`src/rtl/pipe_skid_stage.sv`:
```
// Pipeline register stage with valid/ready handshake, 2-entry skid buffer, flush and NOP bubbles.
// Optional statistics counters (stall_cnt, bubble_cnt) enabled by defining PIPE_STATS_EN.
module pipe_skid_stage #(
  parameter int unsigned     ARQ    = 16,
  parameter int unsigned     CTRL_W = 12,
  parameter logic [ARQ-1:0]  NOP    = ARQ'(16'h0000),
  parameter int unsigned     CNT_W  = 16
) (
  input  logic              clk,
  input  logic              rst,
  input  logic              flush,
  input  logic              up_valid,
  output logic              up_ready,
  input  logic [ARQ-1:0]    up_data,
  input  logic [CTRL_W-1:0] up_ctrl,
  output logic              dn_valid,
  input  logic              dn_ready,
  output logic [ARQ-1:0]    dn_data,
  output logic [CTRL_W-1:0] dn_ctrl,
  output logic [1:0]        occupancy
`ifdef PIPE_STATS_EN
  ,
  output logic [CNT_W-1:0]  stall_cnt,
  output logic [CNT_W-1:0]  bubble_cnt
`endif
);

  typedef enum logic [1:0] {
    EMPTY = 2'd0,
    ONE   = 2'd1,
    FULL  = 2'd2
  } state_t;

  typedef struct packed {
    logic [ARQ-1:0]    data;
    logic [CTRL_W-1:0] ctrl;
  } entry_t;

  localparam entry_t BUBBLE = '{data: NOP, ctrl: CTRL_W'(0)};

  state_t state_q, state_d;
  entry_t main_q, main_d;
  entry_t skid_q, skid_d;
  logic   up_ready_q, dn_valid_q;
  logic   up_accept, dn_accept;

  assign up_accept = up_valid & up_ready_q;
  assign dn_accept = dn_valid_q & dn_ready;

  // State, storage and registered handshake outputs
  always_ff @(posedge clk or negedge rst) begin
    if (!rst) begin
      state_q    <= EMPTY;
      main_q     <= BUBBLE;
      skid_q     <= BUBBLE;
      up_ready_q <= 1'b1;
      dn_valid_q <= 1'b0;
    end else begin
      state_q    <= state_d;
      main_q     <= main_d;
      skid_q     <= skid_d;
      up_ready_q <= (state_d != FULL);
      dn_valid_q <= (state_d != EMPTY);
    end
  end

  // Next state; main is forced to the bubble value whenever the stage empties
  always_comb begin
    state_d = state_q;
    main_d  = main_q;
    skid_d  = skid_q;
    case (state_q)
      EMPTY: begin
        if (up_accept) begin
          state_d = ONE;
          main_d  = '{data: up_data, ctrl: up_ctrl};
        end
      end
      ONE: begin
        if (up_accept && dn_accept) begin
          main_d = '{data: up_data, ctrl: up_ctrl};
        end else if (up_accept) begin
          state_d = FULL;
          skid_d  = '{data: up_data, ctrl: up_ctrl};
        end else if (dn_accept) begin
          state_d = EMPTY;
          main_d  = BUBBLE;
        end
      end
      FULL: begin
        if (dn_accept) begin
          state_d = ONE;
          main_d  = skid_q;
        end
      end
      default: begin
        state_d = EMPTY;
        main_d  = BUBBLE;
      end
    endcase
    if (flush) begin
      state_d = EMPTY;
      main_d  = BUBBLE;
    end
  end

  assign up_ready  = up_ready_q;
  assign dn_valid  = dn_valid_q;
  assign dn_data   = main_q.data;
  assign dn_ctrl   = main_q.ctrl;
  assign occupancy = 2'(state_q);

`ifdef PIPE_STATS_EN
  logic [CNT_W-1:0] stall_q, bubble_q;

  // Saturating stall/bubble counters, cleared only by reset
  always_ff @(posedge clk or negedge rst) begin
    if (!rst) begin
      stall_q  <= '0;
      bubble_q <= '0;
    end else begin
      if (dn_valid_q && !dn_ready && (stall_q != '1)) stall_q <= stall_q + CNT_W'(1);
      if (!dn_valid_q && (bubble_q != '1)) bubble_q <= bubble_q + CNT_W'(1);
    end
  end

  assign stall_cnt  = stall_q;
  assign bubble_cnt = bubble_q;
`else
  // statistics disabled: no counter state
`endif

endmodule

```
`config.mk`:
```
export PLATFORM = sky130hd
export DESIGN_NAME = pipe_skid_stage
export DESIGN_NICKNAME = d
export VERILOG_FILES = /design/src/rtl/pipe_skid_stage.sv
export SDC_FILE = /design/constraint.sdc
export NUM_CORES = 1
export LEC_CHECK = 0
export CELL_PAD_IN_SITES_DETAIL_PLACEMENT = 0
export CELL_PAD_IN_SITES_GLOBAL_PLACEMENT = 1
export CORE_ASPECT_RATIO = 2
export CORE_MARGIN = 8
export CORE_UTILIZATION = 38
export DETAILED_ROUTE_END_ITERATION = 10
export PLACE_DENSITY = 0.81
export SYNTH_ARGS = -nofsm -noshare
export SYNTH_HDL_FRONTEND = slang
export SYNTH_SLANG_ARGS = --single-unit
```
`constraint.sdc`:
```
create_clock -name clk -period 4.1 [get_ports clk]
set_input_delay 0.82 -clock clk [delete_from_list [all_inputs] [get_ports clk]]
set_output_delay 0.82 -clock clk [all_outputs]
set_load 0.02 [all_outputs]
```
---- Word-level counts from Yosys, hierarchy flattened ----
Index checks and enable logic that the tools add are counted.
cells by class
  bitwise gates (word level) .............. 3
  eq/ne operators ......................... 7
  reduce and logical (&&, ||, !) cells .... 5
  muxes and demuxes ....................... 14
operator list
  cell                  number
  $mux W28              6
  $pmux W28 S3          1
  $mux W2               6
  $ne A4 B4 Y1 const B  2
  $ne A3 B3 Y1 const B  2
  $pmux W2 S3           1
  $reduce_and A4 Y1     1
  $reduce_and A3 Y1     1
  $and A1 B1 Y1         2
  $eq A2 B1 Y1 const B  1
  $eq A2 B2 Y1 const B  1
  $logic_not A2 Y1      1
  $ne A2 B2 Y1 const B  1
  $reduce_bool A2 Y1    1
  $logic_and A1 B1 Y1   1
  $not A1 Y1            1
storage, ports and cells
  output and inout bits ................... 32
  register bits after elaboration ......... 60

---- Longest topological paths before layout ----
  depth after elaboration ................. 7
  gate-level depth with buffers ........... 7
  gate-level depth less buffers ........... 4

---- Worst setup path before layout ----
No wires, ideal clock.
  path kind ............................... input -> register
  start point ............................. input up_valid
  end point ............................... register skid_q[10] (netlist name)
  library setup time ...................... 0.125 ns
  arrival ................................. 1.857 ns
  cell stages on the path ................. 5
  slack ................................... 2.118 ns
  path through ............................ and3b_1 > nand2_1 > nor2_4 > buf_6 > mux2_2
between the ends
  cells in the longest elaborated chain, start to end .. 4
RTL lines
  element                          line  RTL
  start, declared                  12    input logic up_valid,
  $and A1 B1 Y1 (*)                47    assign up_accept = up_valid & up_ready_q;
  $logic_and A1 B1 Y1              80    if (up_accept && dn_accept) begin
  $not A1 Y1 (no line)             -
  $reduce_and A3 Y1 (no line) (*)  -
  end signal, assigned             61    skid_q <= skid_d;
  end, declared                    43    entry_t skid_q, skid_d;
Mark *: on every way between the ends. The rest lies on a longest branch, timed or not.
A chain may end at the register's enable or synchronous reset.

---- Worst setup path after layout ----
  start point ............................. register state_q[1], in the netlist occupancy[1]
  end point ............................... output occupancy[1]
RTL lines
  element                 line  RTL
  start, declared         41    state_t state_q, state_d;
  start signal, assigned  59    state_q <= state_d;
  end, declared           20    output logic [1:0] occupancy
No word-level cell between the ends.

==> results.json <==
{
  "layout-drive-gt1-share_pct": 16.3,
  "clock_sinks": 60,
  "vias": 2500,
  "crit_family": "flip-flops",
  "final_cell_mix": "clkdlybuf4s50_1, dfrtp_1, nand2_1",
  "die_area_sq_um": 11400,
  "core_area_sq_um": 7890,
  "start_kind": "flip-flop",
  "via_per_inst": 5.76,
  "cp_data_required_time_ns": 3.28,
  "crit_arrival_ns": 2.10,
  "multi_input_area_sq_um": 1440,
  "yosys_warnings": 0,
  "worst_path_largest_cell_delay_ns": 1.00,
  "crit_chain": "clkdlybuf4s50_1",
  "outcome": "finished clean",
  "fin_crit_sh_pct": 71.2,
  "syn-instance-count": 277,
  "drc_errors": 0,
  "cts_inserted_buffers": 9,
  "postCtsSetupBuffers": 0,
  "hold_path_class": "flip-flop to flip-flop",
  "ys_ff_latch": 60,
  "fp.dieH_um": 143,
  "p_leak_nw": 1.62,
  "firstDrtPassIters": 4,
  "start_util_pct": 39.1,
  "setup_tns_ns": 0,
  "cts_tree": "built",
  "hold_viol": 0,
  "layout.cells.non_filler": 434,
  "boundaryPins": 65,
  "fmax_mhz": 342,
  "area_delta_synth_final_pct": 32.1,
  "antenna_found_initial": 0,
  "synth_nets": 310,
  "clock-root-buffer": "clkbuf_16",
  "worst_pin_slew_ns": 1.33,
  "p_total_w": 0.00222,
  "wl_um": 8590,
  "rows": 46,
  "slew_headroom_pct": 11.1,
  "powerDensity_nw_per_um2": 544,
  "synth_area_sq_um": 3080,
  "crit_type": "flip-flop to primary output",
  "drv_slew": 0,
  "ys_seq_area_share_pct": 48.8,
  "numPortBuffers": 64,
  "grt_max_degree": 39,
  "slowest_stage": "dfrtp_2",
  "die_x_um": 79.7,
  "cts_buffer_depth": 2,
  "crit_fanout": 38,
  "setup_viol": 0,
  "rsz0062_at_grt": "no",
  "min_period_ns": 2.92,
  "clkTransAtPathRegs_ns": 0.05,
  "dp_hpwl_um": 5470,
  "postSynthAreaPerCell_sq_um": 11.1,
  "cts_resized": 0,
  "drt-wirelength-per-cell_um": 19.8,
  "postCtsHoldBufs": 0,
  "htree_levels": 3,
  "endpoint_kind": "primary output",
  "grt-ovfl-total": 0,
  "peakVddDrop_mv": 0.315,
  "dr.first_iter.drc_count": 172,
  "cp_num_buf_inv": 1,
  "clk_latency_ns": 0.33,
  "finClkSkew_ns": 0.00626,
  "synthDistinctLibCells": 29,
  "grt_use_total_pct": 15.9,
  "routabilityCongestion": 0.723,
  "detail-route-antenna-nets": 0,
  "grt_pass1_wl_um": 14000,
  "seq_area_sq_um": 1500,
  "nets": 366,
  "placed_cells": 418,
  "fillers": 708,
  "antennaDiodeCount": 0,
  "cap_violations": 0,
  "final_common_cell": "clkdlybuf4s50_1",
  "first_global_vias": 2697
}
## power by group
| group | internal [W] | total (W) | switching (W) | leakage (nW) |
|---|---|---|---|---|
| clock | 0.000501 | 0.000760 | 0.000260 | 0.149 |
| sequential | 0.000768 | 0.000888 | 0.000120 | 0.761 |
| combinational | 0.000300 | 0.000567 | 0.000266 | 0.710 |
| total | 0.00157 | 0.00222 | 0.000646 | 1.62 |
## final timing paths
check	startpoint	endpoint	slack [ns]	cells after the start
max	occupancy[1]	occupancy[1]	1.18	1
min	skid_q[9]	skid_q[9]	0.50	1
max reg2reg	occupancy[1]	dn_data[8]	1.49	5
min reg2reg	skid_q[9]	skid_q[9]	0.50	1
max in group asynchronous	rst	dn_ctrl[4]	2.68	2
min in group asynchronous	rst	dn_ctrl[2]	0.51	1
## per-layer routing
metal  vias to the layer above  part of all wire (%)  global-route usage (%)  wire length, um
met5                         -                     0                       0                0
met4                         0                   1.8                    8.06              153
met3                         9                   4.6                    3.63              395
met2                        67                    57                    29.0             4860
met1                      1279                    37                    16.2             3180
li1                       1145                     -                       -                -
## state kept, by name (all words and copies together), names as in the netlist
signal / cells
dn_ctrl: 12
dn_data: 16
dn_valid: 1
occupancy: 2
skid_q: 28
up_ready: 1
## cell usage after synthesis
cell type,number,share of area [%]
a211o_1,1,0.28
a21boi_0,1,0.24
a21oi_1,1,0.16
a22oi_1,28,6.8
and2_1,1,0.20
and3_1,1,0.20
and3b_1,1,0.28
buf_1,3,0.37
buf_2,7,1.1
buf_6,4,1.5
clkbuf_1,12,1.5
dfrtp_1,59,48
dfstp_2,1,0.85
inv_1,1,0.12
mux2_1,1,0.37
mux2_2,27,9.9
mux2i_1,28,9.1
nand2_1,31,3.8
nand2b_1,3,0.61
nand3b_1,1,0.24
nand4b_1,1,0.28
nor2_1,30,3.7
nor2_4,1,0.37
o21a_1,1,0.24
o221ai_2,1,0.49
o22a_1,1,0.28
o32ai_1,28,8.0
o32ai_4,1,0.89
xor2_1,1,0.28
## logic make-up after synthesis
group | after synthesis | share of synthesized area [%]
flops | 60 | 48.8
compound gates | 63 | 17.4
xor+xnor | 1 | 0.284
simple gates | 70 | 9.63
mux | 56 | 19.3
buf+inv | 27 | 4.55
## layout make-up
type / instances / share of cell area (%)
Clock buffer: 12 / 6.30
Clock inverter: 4 / 1.17
Inverter: 1 / 0.0923
Multi-Input combinational cell: 190 / 35.3
Sequential cell: 60 / 37.0
Tap cell: 96 / 2.95
Timing Repair Buffer: 71 / 17.2
## per-stage QoR
step / hold WS, ns / setup slack, ns / util (%) / area (sq um)
3_5_place_dp: 0.479 / 1.14 / 47.7 / 3760
6_report: 0.501 / 1.18 / 51.6 / 4070
2_1_floorplan: 0.458 / 2.12 / - / 3080
4_1_cts: 0.495 / 1.13 / 51.6 / 4070
3_3_place_gp: 0.471 / 1.16 / 47.7 / 3760
5_1_grt: 0.511 / 1.08 / 51.6 / 4070
Power figures use the tool's default switching activity.
